**config.mk**
```make
export PLATFORM = sky130hd
export DESIGN_NAME = lcd_cmd_issuer
export DESIGN_NICKNAME = d
export VERILOG_FILES = /design/src/rtl/lcd_cmd_issuer.sv
export SDC_FILE = /design/constraint.sdc
export NUM_CORES = 1
export LEC_CHECK = 0
export CAP_MARGIN = 20
export CORE_MARGIN = 2
export CORE_UTILIZATION = 50
export CTS_CLUSTER_SIZE = 16
export DETAILED_ROUTE_END_ITERATION = 6
export DONT_BUFFER_PORTS = 1
export GPL_TIMING_DRIVEN = 1
export PLACE_DENSITY = 0.79
export SLEW_MARGIN = 20
export SYNTH_ARGS = -nofsm -noshare
export SYNTH_HDL_FRONTEND = slang
export SYNTH_SLANG_ARGS = --single-unit
export TNS_END_PERCENT = 20
```
**constraint.sdc**
```tcl
create_clock -name clk -period 3.18 [get_ports clk]
set_clock_uncertainty 0.2 [all_clocks]
set_input_delay 0.636 -clock clk [delete_from_list [all_inputs] [get_ports clk]]
set_output_delay 0.636 -clock clk [all_outputs]
set_load 0.02 [all_outputs]
```
**src/rtl/lcd_cmd_issuer.sv**
```systemverilog
// lcd_cmd_issuer: queues host LCD opcodes in a small FIFO and issues them one at a
// time to the LCD controller using its busy handshake. Issuing stops after the
// write-out opcode (0). The block then reports completion when lcd_done is seen.
// Optional build macro LCD_ACK_TIMEOUT_EN adds a 4-cycle ack timeout in WAIT_ACK.
// Without the macro, timeout_err is tied to 0.
module lcd_cmd_issuer #(
    parameter int unsigned DEPTH = 8,
    parameter int unsigned AW    = 3,
    parameter int unsigned CNT_W = 8
) (
    input  logic            clk,
    input  logic            reset,
    input  logic [3:0]      host_cmd,
    input  logic            host_push,
    output logic            host_full,
    output logic [AW:0]     host_count,
    output logic            overflow,
    output logic [3:0]      lcd_cmd,
    output logic            lcd_cmd_valid,
    input  logic            lcd_busy,
    input  logic            lcd_done,
    output logic [CNT_W-1:0] issued_cnt,
    output logic            finished,
    output logic            timeout_err
);

    typedef enum logic [2:0] {
        S_IDLE      = 3'd0,
        S_WAIT_ACK  = 3'd1,
        S_WAIT_FREE = 3'd2,
        S_DRAIN     = 3'd3,
        S_DONE      = 3'd4
    } state_t;

    localparam int unsigned OPC_W = 4;

    logic [OPC_W-1:0] mem_q [DEPTH];
    logic [AW-1:0]    wr_ptr_q;
    logic [AW-1:0]    rd_ptr_q;
    logic [AW:0]      count_q;
    logic [AW:0]      count_d;
    logic             overflow_q;

    state_t           state_q;
    logic [OPC_W-1:0] lcd_cmd_q;
    logic             valid_q;
    logic [CNT_W-1:0] issued_q;
    logic [CNT_W-1:0] issued_d;
    logic             finished_q;

    logic             full_c;
    logic             push_ok_c;
    logic             pop_c;
    logic [OPC_W-1:0] head_c;

    assign full_c    = (count_q == (AW+1)'(DEPTH));
    assign push_ok_c = host_push && !full_c;
    assign pop_c     = (state_q == S_IDLE) && (count_q != '0) && !lcd_busy;
    assign head_c    = mem_q[rd_ptr_q];

    // Next occupancy and saturating issue count
    always_comb begin
        count_d  = count_q;
        issued_d = issued_q;
        if (push_ok_c && !pop_c) begin
            count_d = count_q + (AW+1)'(1);
        end else if (!push_ok_c && pop_c) begin
            count_d = count_q - (AW+1)'(1);
        end
        if (issued_q != '1) begin
            issued_d = issued_q + CNT_W'(1);
        end
    end

    // FIFO storage; contents need no reset since occupancy gates every read
    always_ff @(posedge clk) begin
        if (push_ok_c) begin
            mem_q[wr_ptr_q] <= host_cmd;
        end
    end

    // FIFO pointers, occupancy and sticky overflow; a push into a full FIFO is dropped
    always_ff @(posedge clk or posedge reset) begin
        if (reset) begin
            wr_ptr_q   <= '0;
            rd_ptr_q   <= '0;
            count_q    <= '0;
            overflow_q <= 1'b0;
        end else begin
            if (push_ok_c) begin
                wr_ptr_q <= wr_ptr_q + AW'(1);
            end
            if (pop_c) begin
                rd_ptr_q <= rd_ptr_q + AW'(1);
            end
            count_q <= count_d;
            if (host_push && full_c) begin
                overflow_q <= 1'b1;
            end
        end
    end

`ifdef LCD_ACK_TIMEOUT_EN
    logic [2:0] ack_cnt_q;
    logic       timeout_q;
`endif

    // Issue sequencer with registered controller-side outputs
    always_ff @(posedge clk or posedge reset) begin
        if (reset) begin
            state_q    <= S_IDLE;
            lcd_cmd_q  <= '0;
            valid_q    <= 1'b0;
            issued_q   <= '0;
            finished_q <= 1'b0;
`ifdef LCD_ACK_TIMEOUT_EN
            ack_cnt_q  <= '0;
            timeout_q  <= 1'b0;
`endif
        end else begin
            valid_q <= 1'b0;
            case (state_q)
                S_IDLE: begin
                    if (pop_c) begin
                        lcd_cmd_q <= head_c;
                        valid_q   <= 1'b1;
                        issued_q  <= issued_d;
                        state_q   <= S_WAIT_ACK;
`ifdef LCD_ACK_TIMEOUT_EN
                        ack_cnt_q <= '0;
`endif
                    end
                end
                S_WAIT_ACK: begin
                    if (lcd_busy) begin
                        state_q <= (lcd_cmd_q == OPC_W'(0)) ? S_DRAIN : S_WAIT_FREE;
`ifdef LCD_ACK_TIMEOUT_EN
                    end else if (ack_cnt_q == 3'd3) begin
                        // Ack never came: flag it and move on without re-issuing
                        timeout_q <= 1'b1;
                        state_q   <= S_IDLE;
                    end else begin
                        ack_cnt_q <= ack_cnt_q + 3'd1;
`endif
                    end
                end
                S_WAIT_FREE: begin
                    if (!lcd_busy) begin
                        state_q <= S_IDLE;
                    end
                end
                S_DRAIN: begin
                    if (lcd_done) begin
                        finished_q <= 1'b1;
                        state_q    <= S_DONE;
                    end
                end
                S_DONE: begin
                    state_q <= S_DONE;
                end
                default: begin
                    state_q <= S_IDLE;
                end
            endcase
        end
    end

    assign host_full     = full_c;
    assign host_count    = count_q;
    assign overflow      = overflow_q;
    assign lcd_cmd       = lcd_cmd_q;
    assign lcd_cmd_valid = valid_q;
    assign issued_cnt    = issued_q;
    assign finished      = finished_q;
`ifdef LCD_ACK_TIMEOUT_EN
    assign timeout_err   = timeout_q;
`else
    assign timeout_err   = 1'b0;
`endif

endmodule

```
# Word level (Yosys, flattened, before mapping)

Memories as Yosys holds them, arrays and structs flattened. A register that Yosys moved wholly into a read port is not among the register bits.
Index checks and enable logic that the tools add are counted.

Word-level logic and storage cells: 54
Output and inout bits: 21
Register bits: 24
RAM bits: 32
Input port bits: 9
Memories: 1

Memories:

| memory | depth | bits a word | rd ports | clocked after memory_dff | wr ports | line | RTL |
|---|---|---|---|---|---|---|---|
| mem_q  | 8     | 4           | 1        | 1                        | 1        | 37   | `logic [OPC_W-1:0] mem_q [DEPTH];` |

Reduce and logical (&&, ||, !) cells: 18
Eq/ne operators: 10
Mux-type cells: 12
Add/subtract/negate cells: 5

Operators by type and width:

| kind                  | number |
|---|---|
| $pmux W3 S5           | 1 |
| $mux W3               | 4 |
| $add A8 B1 Y8 const B | 1 |
| $mux W4               | 2 |
| $ne A2 B2 Y1 const B  | 4 |
| $ne A8 B8 Y1 const B  | 1 |
| $add A3 B1 Y3 const B | 2 |
| $eq A3 B2 Y1 const B  | 2 |
| $logic_and A1 B1 Y1   | 6 |
| $mux W1               | 5 |
| $add A4 B1 Y4 const B | 1 |
| $eq A4 B4 Y1 const B  | 1 |
| $logic_not A1 Y1      | 4 |
| $logic_not A4 Y1      | 1 |
| $reduce_and A2 Y1     | 2 |
| $reduce_and A4 Y1     | 1 |
| $reduce_bool A4 Y1    | 1 |
| $sub A4 B1 Y4 const B | 1 |
| $eq A3 B1 Y1 const B  | 1 |
| $eq A3 B3 Y1 const B  | 1 |
| $logic_not A3 Y1      | 1 |
| $reduce_and A3 Y1     | 1 |
| $reduce_bool A2 Y1    | 1 |

# Depth between registers and ports, before layout

Word-level depth: 7
Gate-level depth with buffers: 12
Gate-level depth less buffers: 9

# Least setup slack after synthesis

OpenSTA, ideal clock, no wires.

Kind: flip-flop to flip-flop
From: register count_q[0] (netlist: host_count[0])
To: register count_q[3] (netlist: host_count[3])
Cell stages (with the launch flop): 11
Setup time: 0.126 ns
Path buffers: 1
Data required time: 2.854 ns
Slack: -0.057 ns
Clock period less this slack: 3.237 ns
Arrival time: 2.911 ns
Cell sequence: dfrtp_1 > nor4b_2 > nor2b_1 > buf_2 > ha_1 > inv_1 > ha_1 > a21o_1 > a2111oi_0 > a31oi_1 > a221o_1

Longest elaborated chain between the ends: 6
Elaborated cells on any way between the ends: 15
Classes of those cells: 2 x add/sub; 1 x eq/ne; 2 x mux; 10 x reduce/logical

Ends and longest elaborated chain:

| element                      | line | RTL |
|---|---|---|
| start, declared              | 40   | `logic [AW:0] count_q;` |
| start signal, assigned       | 96   | `count_q <= count_d;` |
| $eq A4 B4 Y1 (*)             | 56   | `assign full_c = (count_q == (AW+1)'(DEPTH));` |
| net host_full                | 15   | `output logic host_full,` |
| $logic_not A1 Y1 (*)         | 57   | `assign push_ok_c = host_push && !full_c;` |
| $logic_and A1 B1 Y1 (*)      | 57   |  |
| net push_ok_c                | 52   | `logic push_ok_c;` |
| $logic_not A1 Y1             | 67   | `end else if (!push_ok_c && pop_c) begin` |
| $logic_and A1 B1 Y1          | 67   |  |
| $reduce_bool A2 Y1 (no line) | --   |  |

Mark *: on every way through the listed nets, which the timed path passes. The rest lies on a longest branch. The select of a mux whose other input is x is not followed.
A chain may end at the register's enable or synchronous reset.

# Worst setup path in the final report

From: register count_q[0] (netlist: host_count[0])
To: register count_q[3] (netlist: host_count[3])

Longest elaborated chain between the ends: 6
Elaborated cells on any way between the ends: 15
Classes of those cells: 2 x add/sub; 1 x eq/ne; 2 x mux; 10 x reduce/logical

Ends and longest elaborated chain:

| element |
|---|
| branches (longest 6 deep; another with $sub A4 B1 Y4) |

Parallel ways; which one is timed is not known. The select of a mux whose other input is x is not followed.

==> results.txt <==
The layout overhead on the synthesized area was 12.52%. The tools report the final count of pins violating max slew as 0. Data on the critical path arrives at its endpoint at 2990 ps. After synthesis the netlist holds a flip-flop and latch count of 60.

The number of enable-type register cells in the synthesized netlist works out to 32. The commonest cells after synthesis are sky130_fd_sc_hd__edfxtp_1 (32), sky130_fd_sc_hd__dfrtp_1 (28), sky130_fd_sc_hd__nand2_1 (15), sky130_fd_sc_hd__nor2_1 (9). The headroom to the max-slew limit came out at 54.86%. The die boundary height is 76.49 um, and the number of nets with antenna violations after routing is 0. In the final routed layout, each cell accounts on average for 16.93 um. Number of global-route vias before repair: 1523.

Global routing met1 resource utilization: 20.97%. STA classifies the critical path startpoint as a register. The leakage power of the design was 1.103 nW. In the final layout, the multi-input gates occupy 917.1 um^2. The H-tree level count came out at 3. The flow ran to the end, and the final reports show no timing, DRC or antenna violations. The pin slew with the least headroom to its limit was 671.9 ps; the iteration count of the initial detailed-routing pass was 4.

The final-report hold violation count is 0. In the global route stage, met3 resource usage came out at 6.398%. Path category of the worst min-delay check: input pin to async pin.

The data required time of the worst path was 3200 ps. The largest total area in the synthesized netlist belongs to sky130_fd_sc_hd__edfxtp_1. The run gives 5851 um^2 as the full die area.

The final-layout setup total negative slack was 0 ps. Among all flip-flop cells after synthesis, the most frequent one is sky130_fd_sc_hd__edfxtp_1. The critical path goes through buf_4, nor4b_4, nor2b_1, ha_1, inv_2, ha_1, a21o_1, a2111oi_2, a31oi_1, a221o_1. The logs give 0 for the initial antenna violation count and 3.106 mW for the post-layout total power. Synthesized area per cell: 14.60 um^2.

Across the whole layout, storage elements account for 1663 um^2. The area share of the leading cell type in the synthesized netlist was 36.57%. Across the run, the number of max-cap violations was 0. From left edge to right edge, the die measures 76.49 um. Ranked by total cell area, the synthesized netlist is headed by sky130_fd_sc_hd__edfxtp_1 (37%), sky130_fd_sc_hd__dfrtp_1 (27%), sky130_fd_sc_hd__mux4_2 (6.9%).

In this run the cell area measured after placement is 2695 um^2. The post-CTS setup buffer count is 0. Synthesis handed over a netlist of 180 instances. The run gives 51.78% as the effective utilization at floorplan. The routed design has 4418 um of wire. In the routed layout, each cell is associated on average with a via count of 5.559. The wire length of the first global-routing pass came out at 7541 um. The master cell of the clock root buffer is sky130_fd_sc_hd__clkbuf_8. The floorplan step defined a core boundary enclosing 5075 um^2. The cell family contributing the most delay on the critical path is compound AO/OA/AOI/OAI gates. The clock-pin transition on the worst setup and hold timing paths came out at 70 ps. The number of buffers and inverters on the critical path is 2. In the synthesized netlist the async set-or-reset flop fraction comes to 46.67%. Setup violations remaining at the end of the flow were counted as 0. The maximum resistive drop on vdd was 0.6321 mV. The number of placement rows was 26.

The fill cell total of the finished layout is 400. Peak-usage layer in the global routing report: met2. The mapped netlist covers 2628 um^2. The slowest stage of the critical path is the sky130_fd_sc_hd__dfrtp_2 cell. The global placer's final weighted congestion came out at 0.9206. The type of the worst setup path is register to register. The minimum clock period came out at 2970 ps.

The number of primary I/O pins is 30. In the post-synthesis netlist, the cell with the most instances is sky130_fd_sc_hd__edfxtp_1. TritonCTS built the clock tree. For this run, the total global-route usage over all layers was measured as 17.06%. In this run, distinct cell masters in the synthesized netlist total 40. For the antenna diode count, the log shows 0.

The met2 track utilization from global routing is 26.64%, and the largest net degree at the start of global routing is 29. The sink count of the clock tree was 60; the final worst-path cycle share was 93.39%. The largest fanout of any net on the critical path was 5; the final layout net count was 202.

The later pin in the worst-skew pair is clocked with a latency of 330 ps. In this run the power density over the cells is 1051 nW/um^2. Cells with a size suffix above 1 make up 22.51% of the layout. The category of the worst setup path capture point is a register.

Setup repair after global routing left no endpoint under its margin. For this run the aggregate overflow at the end of global routing stands at 0. The number of DRC violations after detailed-routing iteration 0 came out at 82.

Counting stages on the worst path, the most repeated cell is sky130_fd_sc_hd__ha_1. The timing-limited maximum frequency came out at 0.3367 GHz. Yosys printed 0 warnings.

The detailed router placed 1451 vias in this run. The longest individual stage delay on the worst path came out at 470 ps. Input and output buffers added on the ports amount to 0.

The post-route standard cell area excluding fillers is 2957 um^2, and the total clock buffers created by CTS is 9. The tools report the portion of the post-synthesis area used by sequential elements as 63.24%. When the netlist entered floorplanning its net count stood at 196.

The HPWL after detailed placement is 3160 um. The detailed-route DRC error count was 0; the number of buffers on the longest clock path was 2.
sequential cells by signal, indices dropped and copies added, names as in the netlist:
register and flops:
finished 1, host_count 4, issued_cnt 8, lcd_cmd 4
lcd_cmd_valid 1, mem_q 32, overflow 1, rd_ptr_q 3
state_q 3, wr_ptr_q 3
through the flow:
step	std cells	hold slack (ps)	setup slack [ps]	utilization, %
floorplan	180	270.1	89.66	-
global placement	245	298.0	253.7	53.11
detailed placement	245	317.2	111.5	53.11
CTS	261	185.8	89.83	57.99
global route	261	85.59	46.60	58.26
finish	261	45.04	210.2	58.26
per-layer routing:
metal | wire [um] | vias up
met2 | 2215 | 51
met1 | 1785 | 717
met5 | 0 | -
met3 | 304 | 10
met4 | 113 | 0
li1 | - | 673
power breakdown:
| group | internal, mW | switching [mW] | total [mW] |
|---|---|---|---|
| Combinational | 0.418 | 0.378 | 0.795 |
| Sequential | 1.05 | 0.421 | 1.47 |
| Clock | 0.526 | 0.315 | 0.841 |
| Total | 1.99 | 1.11 | 3.11 |
repair_timing:
item,CTS,global route
setup endpoints to repair,0,1
hold buffers,0,0
resized for setup,0,5
layout by cell type (no fill, tap or decap), drive strengths merged, types with 2 or more instances in the layout:
cell type and n:
edfxtp 32, dfrtp 28, nand2 15, nor2 11
clkbuf 9, xor2 8, mux4 8, nor3 7
o21ai 6, nand2b 6, ha 6, nor4 6
xnor2 5, mux2i 4, buf 4, inv 4
nand3 3, bufinv 3, mux2 3, a21o 2
a21oi 2, nand3b 2, clkinv 2, nor4b 2
kinds of logic after synthesis:
family	count (synthesis)	synth area share [%]
compound gates	16	3.905
mux	15	9.667
buf+inv	12	2.666
other cells	1	0.1427
flops	60	63.24
simple gates	56	12.43
fa+ha+maj	7	3.619
xor+xnor	13	4.333
worst paths after layout:
check                         startpoint             to  slack [ps]  cells after the start
max                        host_count[0]  host_count[3]         210                     10
min                                reset       overflow          50                      1
max reg2reg                host_count[0]  host_count[3]         210                     10
min reg2reg                   state_q[2]     state_q[1]         330                      1
max in group asynchronous          reset  host_count[0]        2320                      1
min in group clk             host_cmd[0]    mem_q[6][0]         190                      0
area by class of cell:
cell class | count | share of cell area, %
flip-flops and latches | 60 | 56.24
multi-input cells | 108 | 31.02
clock inverters | 7 | 4.190
repair buffers | 4 | 1.016
clock buffers | 9 | 4.190
inverters | 3 | 0.3809
well taps | 70 | 2.962
No activity file was read; power rests on OpenSTA's default activity.
